File: src/rtl/reset_seq_timer_if.sv
// Timer channel bundle between the reset/timer block and its users.
// master drives the per-channel controls, slave is the timer block.
interface reset_seq_timer_if #(
    parameter int NUM_TIMERS = 4,
    parameter int CNT_W      = 32
);
    logic [NUM_TIMERS-1:0]       timer_start;
    logic [NUM_TIMERS-1:0]       timer_stop;
    logic [NUM_TIMERS-1:0]       timer_periodic;
    logic [NUM_TIMERS*CNT_W-1:0] timer_load;
    logic [NUM_TIMERS-1:0]       timer_busy;
    logic [NUM_TIMERS-1:0]       timer_expired;
    logic [NUM_TIMERS-1:0]       timer_toggle;
    logic [NUM_TIMERS*CNT_W-1:0] timer_remaining;

    modport master (
        output timer_start, timer_stop, timer_periodic, timer_load,
        input  timer_busy, timer_expired, timer_toggle, timer_remaining
    );

    modport slave (
        input  timer_start, timer_stop, timer_periodic, timer_load,
        output timer_busy, timer_expired, timer_toggle, timer_remaining
    );
endinterface

File: src/rtl/reset_seq_timer.sv
// Staggered reset sequencer with software re-sequencing, plus independent
// one-shot/periodic cycle timers.
//
//   state      | meaning
//   ST_ASSERT  | all resets held, counting the assertion delay
//   ST_RELEASE | releasing rst_out[i] every RST_STAGGER cycles
//   ST_DONE    | all resets released, rst_done high
module reset_seq_timer #(
    parameter int NUM_RST_OUT = 2,
    parameter int RST_STAGGER = 4,
    parameter int RST_DLY_W   = 16,
    parameter int NUM_TIMERS  = 4,
    parameter int CNT_W       = 32
) (
    input  logic                   clock,
    input  logic                   reset_n,
    input  logic                   sw_reset_req,
    input  logic [RST_DLY_W-1:0]   rst_delay,
    output logic [NUM_RST_OUT-1:0] rst_out,
    output logic                   rst_done,
    reset_seq_timer_if.slave       tmr
);
    localparam int REL_SPAN = (NUM_RST_OUT - 1) * RST_STAGGER;
    localparam int REL_W    = $clog2(REL_SPAN + 2);
    localparam int SEQ_W    = (RST_DLY_W > REL_W) ? RST_DLY_W : REL_W;

    typedef enum logic [1:0] {
        ST_ASSERT  = 2'd0,
        ST_RELEASE = 2'd1,
        ST_DONE    = 2'd2
    } state_t;

    state_t                 state, state_nxt;
    logic [SEQ_W-1:0]       cnt, cnt_nxt;
    logic [NUM_RST_OUT-1:0] rst_out_nxt;
    logic                   rst_done_nxt;

    // Outputs are registered so the DUT resets never see decode glitches.
    always_ff @(posedge clock or negedge reset_n) begin
        if (!reset_n) begin
            state    <= ST_ASSERT;
            cnt      <= '0;
            rst_out  <= '1;
            rst_done <= 1'b0;
        end else begin
            state    <= state_nxt;
            cnt      <= cnt_nxt;
            rst_out  <= rst_out_nxt;
            rst_done <= rst_done_nxt;
        end
    end

    always_comb begin
        state_nxt = state;
        cnt_nxt   = cnt;
        if (sw_reset_req) begin
            state_nxt = ST_ASSERT;
            cnt_nxt   = '0;
        end else begin
            case (state)
                ST_ASSERT: begin
                    if (cnt == SEQ_W'(rst_delay)) begin
                        state_nxt = ST_RELEASE;
                        cnt_nxt   = '0;
                    end else begin
                        cnt_nxt = cnt + SEQ_W'(1);
                    end
                end
                ST_RELEASE: begin
                    if (cnt == SEQ_W'(REL_SPAN)) begin
                        state_nxt = ST_DONE;
                        cnt_nxt   = '0;
                    end else begin
                        cnt_nxt = cnt + SEQ_W'(1);
                    end
                end
                ST_DONE: ;
                default: begin
                    state_nxt = ST_ASSERT;
                    cnt_nxt   = '0;
                end
            endcase
        end
    end

    // In RELEASE the counter holds cycles since entry; output i drops at i*RST_STAGGER.
    always_comb begin
        rst_out_nxt  = '1;
        rst_done_nxt = 1'b0;
        case (state_nxt)
            ST_RELEASE: begin
                for (int i = 0; i < NUM_RST_OUT; i++)
                    rst_out_nxt[i] = (cnt_nxt < SEQ_W'(i * RST_STAGGER));
            end
            ST_DONE: begin
                rst_out_nxt  = '0;
                rst_done_nxt = 1'b1;
            end
            default: ;
        endcase
    end

    logic [NUM_TIMERS-1:0] busy_q, periodic_q, expired_q, toggle_q;
    logic [CNT_W-1:0]      rem_q    [NUM_TIMERS];
    logic [CNT_W-1:0]      reload_q [NUM_TIMERS];
    logic [CNT_W-1:0]      load_eff [NUM_TIMERS];

    always_comb begin
        for (int i = 0; i < NUM_TIMERS; i++) begin
            load_eff[i] = tmr.timer_load[i*CNT_W +: CNT_W];
            if (load_eff[i] == '0)
                load_eff[i] = CNT_W'(1);
        end
    end

    // Priority per channel: start, then stop, then counting.
    always_ff @(posedge clock or negedge reset_n) begin
        if (!reset_n) begin
            busy_q     <= '0;
            periodic_q <= '0;
            expired_q  <= '0;
            toggle_q   <= '0;
            for (int i = 0; i < NUM_TIMERS; i++) begin
                rem_q[i]    <= '0;
                reload_q[i] <= '0;
            end
        end else begin
            for (int i = 0; i < NUM_TIMERS; i++) begin
                expired_q[i] <= 1'b0;
                if (tmr.timer_start[i]) begin
                    busy_q[i]     <= 1'b1;
                    periodic_q[i] <= tmr.timer_periodic[i];
                    reload_q[i]   <= load_eff[i];
                    rem_q[i]      <= load_eff[i];
                end else if (tmr.timer_stop[i]) begin
                    busy_q[i] <= 1'b0;
                    rem_q[i]  <= '0;
                end else if (busy_q[i]) begin
                    if (rem_q[i] == CNT_W'(1)) begin
                        expired_q[i] <= 1'b1;
                        toggle_q[i]  <= ~toggle_q[i];
                        if (periodic_q[i]) begin
                            rem_q[i] <= reload_q[i];
                        end else begin
                            busy_q[i] <= 1'b0;
                            rem_q[i]  <= '0;
                        end
                    end else begin
                        rem_q[i] <= rem_q[i] - CNT_W'(1);
                    end
                end
            end
        end
    end

    assign tmr.timer_busy    = busy_q;
    assign tmr.timer_expired = expired_q;
    assign tmr.timer_toggle  = toggle_q;

    for (genvar g = 0; g < NUM_TIMERS; g++) begin : g_rem
        assign tmr.timer_remaining[g*CNT_W +: CNT_W] = rem_q[g];
    end
endmodule
File: src/flat_wrapper.sv
// flat-port wrapper written by rule: the top's interface ports become plain ports
module reset_seq_timer_flat 
#(
    parameter int NUM_RST_OUT = 2,
    parameter int RST_STAGGER = 4,
    parameter int RST_DLY_W   = 16,
    parameter int NUM_TIMERS  = 4,
    parameter int CNT_W       = 32
)
  (clock, reset_n, sw_reset_req, rst_delay, rst_out, rst_done, tmr_timer_start, tmr_timer_stop, tmr_timer_periodic, tmr_timer_load, tmr_timer_busy, tmr_timer_expired, tmr_timer_toggle, tmr_timer_remaining);
  reset_seq_timer_if #(.NUM_TIMERS(NUM_TIMERS), .CNT_W(CNT_W)) tmr_i ();
  input  logic clock;
  input  logic reset_n;
  input  logic sw_reset_req;
  input  logic [RST_DLY_W-1:0] rst_delay;
  output logic [NUM_RST_OUT-1:0] rst_out;
  output logic rst_done;
  input wire logic [$bits(tmr_i.timer_start)-1:0] tmr_timer_start;
  input wire logic [$bits(tmr_i.timer_stop)-1:0] tmr_timer_stop;
  input wire logic [$bits(tmr_i.timer_periodic)-1:0] tmr_timer_periodic;
  input wire logic [$bits(tmr_i.timer_load)-1:0] tmr_timer_load;
  output wire logic [$bits(tmr_i.timer_busy)-1:0] tmr_timer_busy;
  output wire logic [$bits(tmr_i.timer_expired)-1:0] tmr_timer_expired;
  output wire logic [$bits(tmr_i.timer_toggle)-1:0] tmr_timer_toggle;
  output wire logic [$bits(tmr_i.timer_remaining)-1:0] tmr_timer_remaining;
  assign tmr_i.timer_start = tmr_timer_start;
  assign tmr_i.timer_stop = tmr_timer_stop;
  assign tmr_i.timer_periodic = tmr_timer_periodic;
  assign tmr_i.timer_load = tmr_timer_load;
  assign tmr_timer_busy = tmr_i.timer_busy;
  assign tmr_timer_expired = tmr_i.timer_expired;
  assign tmr_timer_toggle = tmr_i.timer_toggle;
  assign tmr_timer_remaining = tmr_i.timer_remaining;
  reset_seq_timer #(.NUM_RST_OUT(NUM_RST_OUT), .RST_STAGGER(RST_STAGGER), .RST_DLY_W(RST_DLY_W), .NUM_TIMERS(NUM_TIMERS), .CNT_W(CNT_W)) u_core (.clock(clock), .reset_n(reset_n), .sw_reset_req(sw_reset_req), .rst_delay(rst_delay), .rst_out(rst_out), .rst_done(rst_done), .tmr(tmr_i));
endmodule
File: config.mk
export PLATFORM = sky130hd
export DESIGN_NAME = reset_seq_timer_flat
export DESIGN_NICKNAME = d
export VERILOG_FILES = /design/src/rtl/reset_seq_timer_if.sv /design/src/rtl/reset_seq_timer.sv /design/src/flat_wrapper.sv
export SDC_FILE = /design/constraint.sdc
export NUM_CORES = 1
export LEC_CHECK = 0
export CORE_ASPECT_RATIO = 0.6
export CORE_MARGIN = 5
export CORE_UTILIZATION = 57
export DETAILED_ROUTE_END_ITERATION = 7
export PLACE_DENSITY = 0.9
export REMOVE_ABC_BUFFERS = 1
export SETUP_SLACK_MARGIN = 0.02
export SLEW_MARGIN = 30
export SYNTH_ARGS = -nofsm -noshare
export SYNTH_HDL_FRONTEND = slang
export SYNTH_SLANG_ARGS = --single-unit
File: constraint.sdc
create_clock -name clock -period 7.55 [get_ports clock]
set_clock_uncertainty 0.2 [all_clocks]
set_input_delay 1.51 -clock clock [delete_from_list [all_inputs] [get_ports clock]]
set_output_delay 1.51 -clock clock [all_outputs]
set_load 0.05 [all_outputs]
==> summary.txt <==
Run status
  – Status: finished, final reports clean

Floorplanning
  – Starting Density: 58.36%
  – Core ar.: 27,820 sq um
  – Die Area: 32,070 sq um
  – I/O pins: 302
  – Width of the die: 227.9 um
  – Die Ht: 140.7 um
  – FP Rows: 47

STA
  – Maximum clock rate: 248.8 MHz
  – RSZ-0062 raised after global routing: no
  – Final Hold Viols: 0
  – Final min period: 4019 ps
  – Worst-margin pin slew: 1048 ps
  – Setup Viol. Count Final: 0
  – Slew headroom: 29.90%
  – Fin crit share: 53.23%
  – Setup tns final: 0 ps
  – WHS: 272.5 ps
  – Slew Limit Fails: 0

Route
  – Initial DRT Pass Iterations: 5
  – Final wirelength: 55,340 um
  – DR vias: 16,820
  – Antenna-violating nets left: 0
  – DRC: 0
  – Initial DRC count: 2,565
  – Avg WL per Cell: 21.66 um
  – Via density: 6.581

Final layout
  – ANT cells: 0
  – P&R area growth vs syn: 25.81%
  – Core Util, Final: 73.43%
  – Commonest non-fill, non-tap cells in the layout: o21ai_0 (300), clkdlybuf4s50_1 (296), dfrtp_1 (290), nand2_1 (224), inv_1 (137)
  – Nets@finish: 2,337
  – Fraction of layout cells with a size suffix above 1: 5.850%
  – Most common cell after layout, fill and taps aside: o21ai_0

GRT
  – Largest net degree at the start of global routing: 177
  – GRT Overall Usage: 32.86%
  – Initial antenna violation count: 0
  – Congestion Overflow GR: 0
  – Vias in the first global route: 16,020
  – First-pass GRT wire length: 87,320 um

Synthesis
  – Synth Cell Area: 16,230 sq um
  – Synth Instances: 1,943
  – Dominant synthesized flop cell: dfrtp_1
  – Syn Area/Cell: 8.355 sq um
  – #FFs+latches synth: 293
  – Synth async-reset ratio: 100.0%
  – Post-synth EDFFs: 0
  – Seq/Total Area, Yosys: 45.18%
  – Synth cell types: 70
  – Synth warn: 0

Critical path
  – Kind of critical path: input pin to flip-flop
  – Max stage delay on crit path: 610 ps
  – CP endpoint kind: flip-flop
  – Data required time of the worst path: 7810 ps
  – Reg2Reg Setup Slack: 3800 ps
  – Crit path DAT: 4280 ps
  – Critical path cell sequence: clkdlybuf4s50_1 -> xor2_1 -> nor4_1 -> nand4_1 -> o211ai_4 -> o21ai_0 -> mux2_2 -> or3_1 -> o32ai_1
  – CP Launch Type: input pin
  – Slowest-stage cell, CP: o211ai_4
  – CP Max Fanout: 26
  – Worst R2R Path Depth: 11

Power and ir drop
  – VDD IR-drop max: 0.1609 mV
  – PwrDens: 205.5 nW/um^2
  – Tot Pwr: 4.198 mW
  – Leakage: 8.500 nW

Clock network
  – Clk_lat worst skew: 560 ps
  – Clock transition at the registers of the reported paths: 70 ps
  – CTS max path bufs: 3
  – CTS Buf Count: 29
  – Root Driver: clkbuf_16
  – Setup repair bufs after CTS: 0
  – Sink Count: 293
  – CTS tree: built
  – CTS resizes: 0
  – Htree depth: 1
  – Hold buffer count at CTS: 0

Job
  – Max cap viols: 0

Placed design
  – Dpl hpwl: 38,760 um
  – Number of buffers added on ports: 301
  – RePlAce Congestion: 0.9806

Hold path
  – Worst Hold Class: flip-flop to flip-flop
  – Hold depth: 1
[area by class of cell]
type	instances	area, sq um
fill	2029	7391
multi-input combinational	1382	7898
tap	367	459.2
timing repair buffer	323	3226
clock buffer	44	892.1
sequential	293	7336
inverter	137	514.2
clock inverter	9	100.1
[worst paths after layout]
path,startpoint,end
max,rst_delay[14],u_core.rst_out[1]
min,u_core.tmr.timer_toggle[0],u_core.tmr.timer_toggle[0]
max reg2reg,u_core.tmr.timer_remaining[1],u_core.tmr.timer_remaining[10]
min reg2reg,u_core.tmr.timer_toggle[0],u_core.tmr.timer_toggle[0]
max in group asynchronous,reset_n,u_core.reload_q[14]
min in group asynchronous,reset_n,u_core.reload_q[108]
[kinds of logic after synthesis]
kind of cell | count (synthesis) | share of synthesized area (%)
xor gates and xnor gates | 40 | 2.158
and+or+nand+nor | 665 | 20.19
AOI/OAI and AO/OA | 637 | 23.20
muxes | 28 | 1.904
adders and majority gates | 12 | 0.9248
DFF | 293 | 45.18
buffers and inverters | 268 | 6.451
[report_power, final]
group / leakage (nW) / internal [mW] / switching (mW)
Sequential: 3.64 / 1.69 / 0.137
Combinational: 4.37 / 0.311 / 0.549
Clock: 0.489 / 0.879 / 0.630
Total: 8.50 / 2.88 / 1.32
[through the flow]
| step | cell area, sq um | worst slack [ps] | cells |
|---|---|---|---|
| after floorplan | 15700 | 2267 | 1812 |
| after global placement | 19340 | 2828 | 2499 |
| after detailed placement | 19350 | 2789 | 2499 |
| after CTS | 20340 | 3355 | 2552 |
| after global routing | 20420 | 3277 | 2555 |
| final | 20420 | 3531 | 2555 |
[registers in the layout, indices dropped and copies added (netlist names)]
register / flops
u_core.reload_q: 128
u_core.tmr.timer_remaining: 128
u_core.cnt: 16
u_core.periodic_q: 4
u_core.tmr.timer_busy: 4
u_core.tmr.timer_expired: 4
u_core.tmr.timer_toggle: 4
u_core.rst_out: 2
u_core.state: 2
u_core.rst_done: 1
[cell usage after synthesis, types with 3 or more instances]
cell type / count / area share [%]
nand2_1: 224 / 5.2
and2_1: 10 / 0.39
o21a_1: 4 / 0.18
o21ai_1: 49 / 1.5
nor4b_1: 4 / 0.22
a21oi_1: 82 / 2.5
xor2_1: 25 / 1.3
o31ai_1: 31 / 1.4
o21ai_0: 300 / 9.2
nor3b_1: 7 / 0.32
nor4_1: 60 / 2.3
dfrtp_1: 291 / 45
or4_1: 21 / 0.97
a31oi_1: 15 / 0.58
mux2_2: 23 / 1.6
nor2b_1: 8 / 0.31
o211ai_1: 9 / 0.42
nor2_1: 116 / 2.7
buf_1: 10 / 0.23
a22oi_1: 67 / 3.1
or3_1: 17 / 0.66
clkbuf_1: 104 / 2.4
buf_4: 3 / 0.14
a32o_1: 3 / 0.18
buf_2: 12 / 0.37
ha_1: 12 / 0.92
a21o_1: 6 / 0.28
xnor2_1: 15 / 0.81
nor3_1: 65 / 2.0
or2_2: 12 / 0.46
inv_1: 137 / 3.2
a211oi_1: 5 / 0.23
a22o_1: 18 / 0.97
a32oi_1: 5 / 0.27
nand3_1: 66 / 2.0
nand3b_1: 5 / 0.23
mux2i_1: 5 / 0.31
nand2b_1: 9 / 0.35
nand4_1: 20 / 0.77
o22ai_1: 6 / 0.23
a2bb2oi_1: 4 / 0.22
o41ai_1: 14 / 0.76
and3_1: 4 / 0.15
[critical path, delay by kind of cell]
kind / cells / cell delay (ps)
compound gates: 3 / 1030
mux: 1 / 300
buf+inv: 1 / 430
simple gates: 3 / 830
xor+xnor: 1 / 170
[routing by layer]
layer | routed length, um | track usage (%) | vias up | share of wire (%)
met1 | 23330 | 49.24 | 8062 | 42
li1 | - | - | 7416 | -
met2 | 23360 | 47.98 | 1206 | 42
met5 | 0 | 0 | - | 0
met4 | 1697 | 8.683 | 0 | 3.1
met3 | 6954 | 8.320 | 131 | 13
Note: power is estimated with default switching activity, not from simulation.
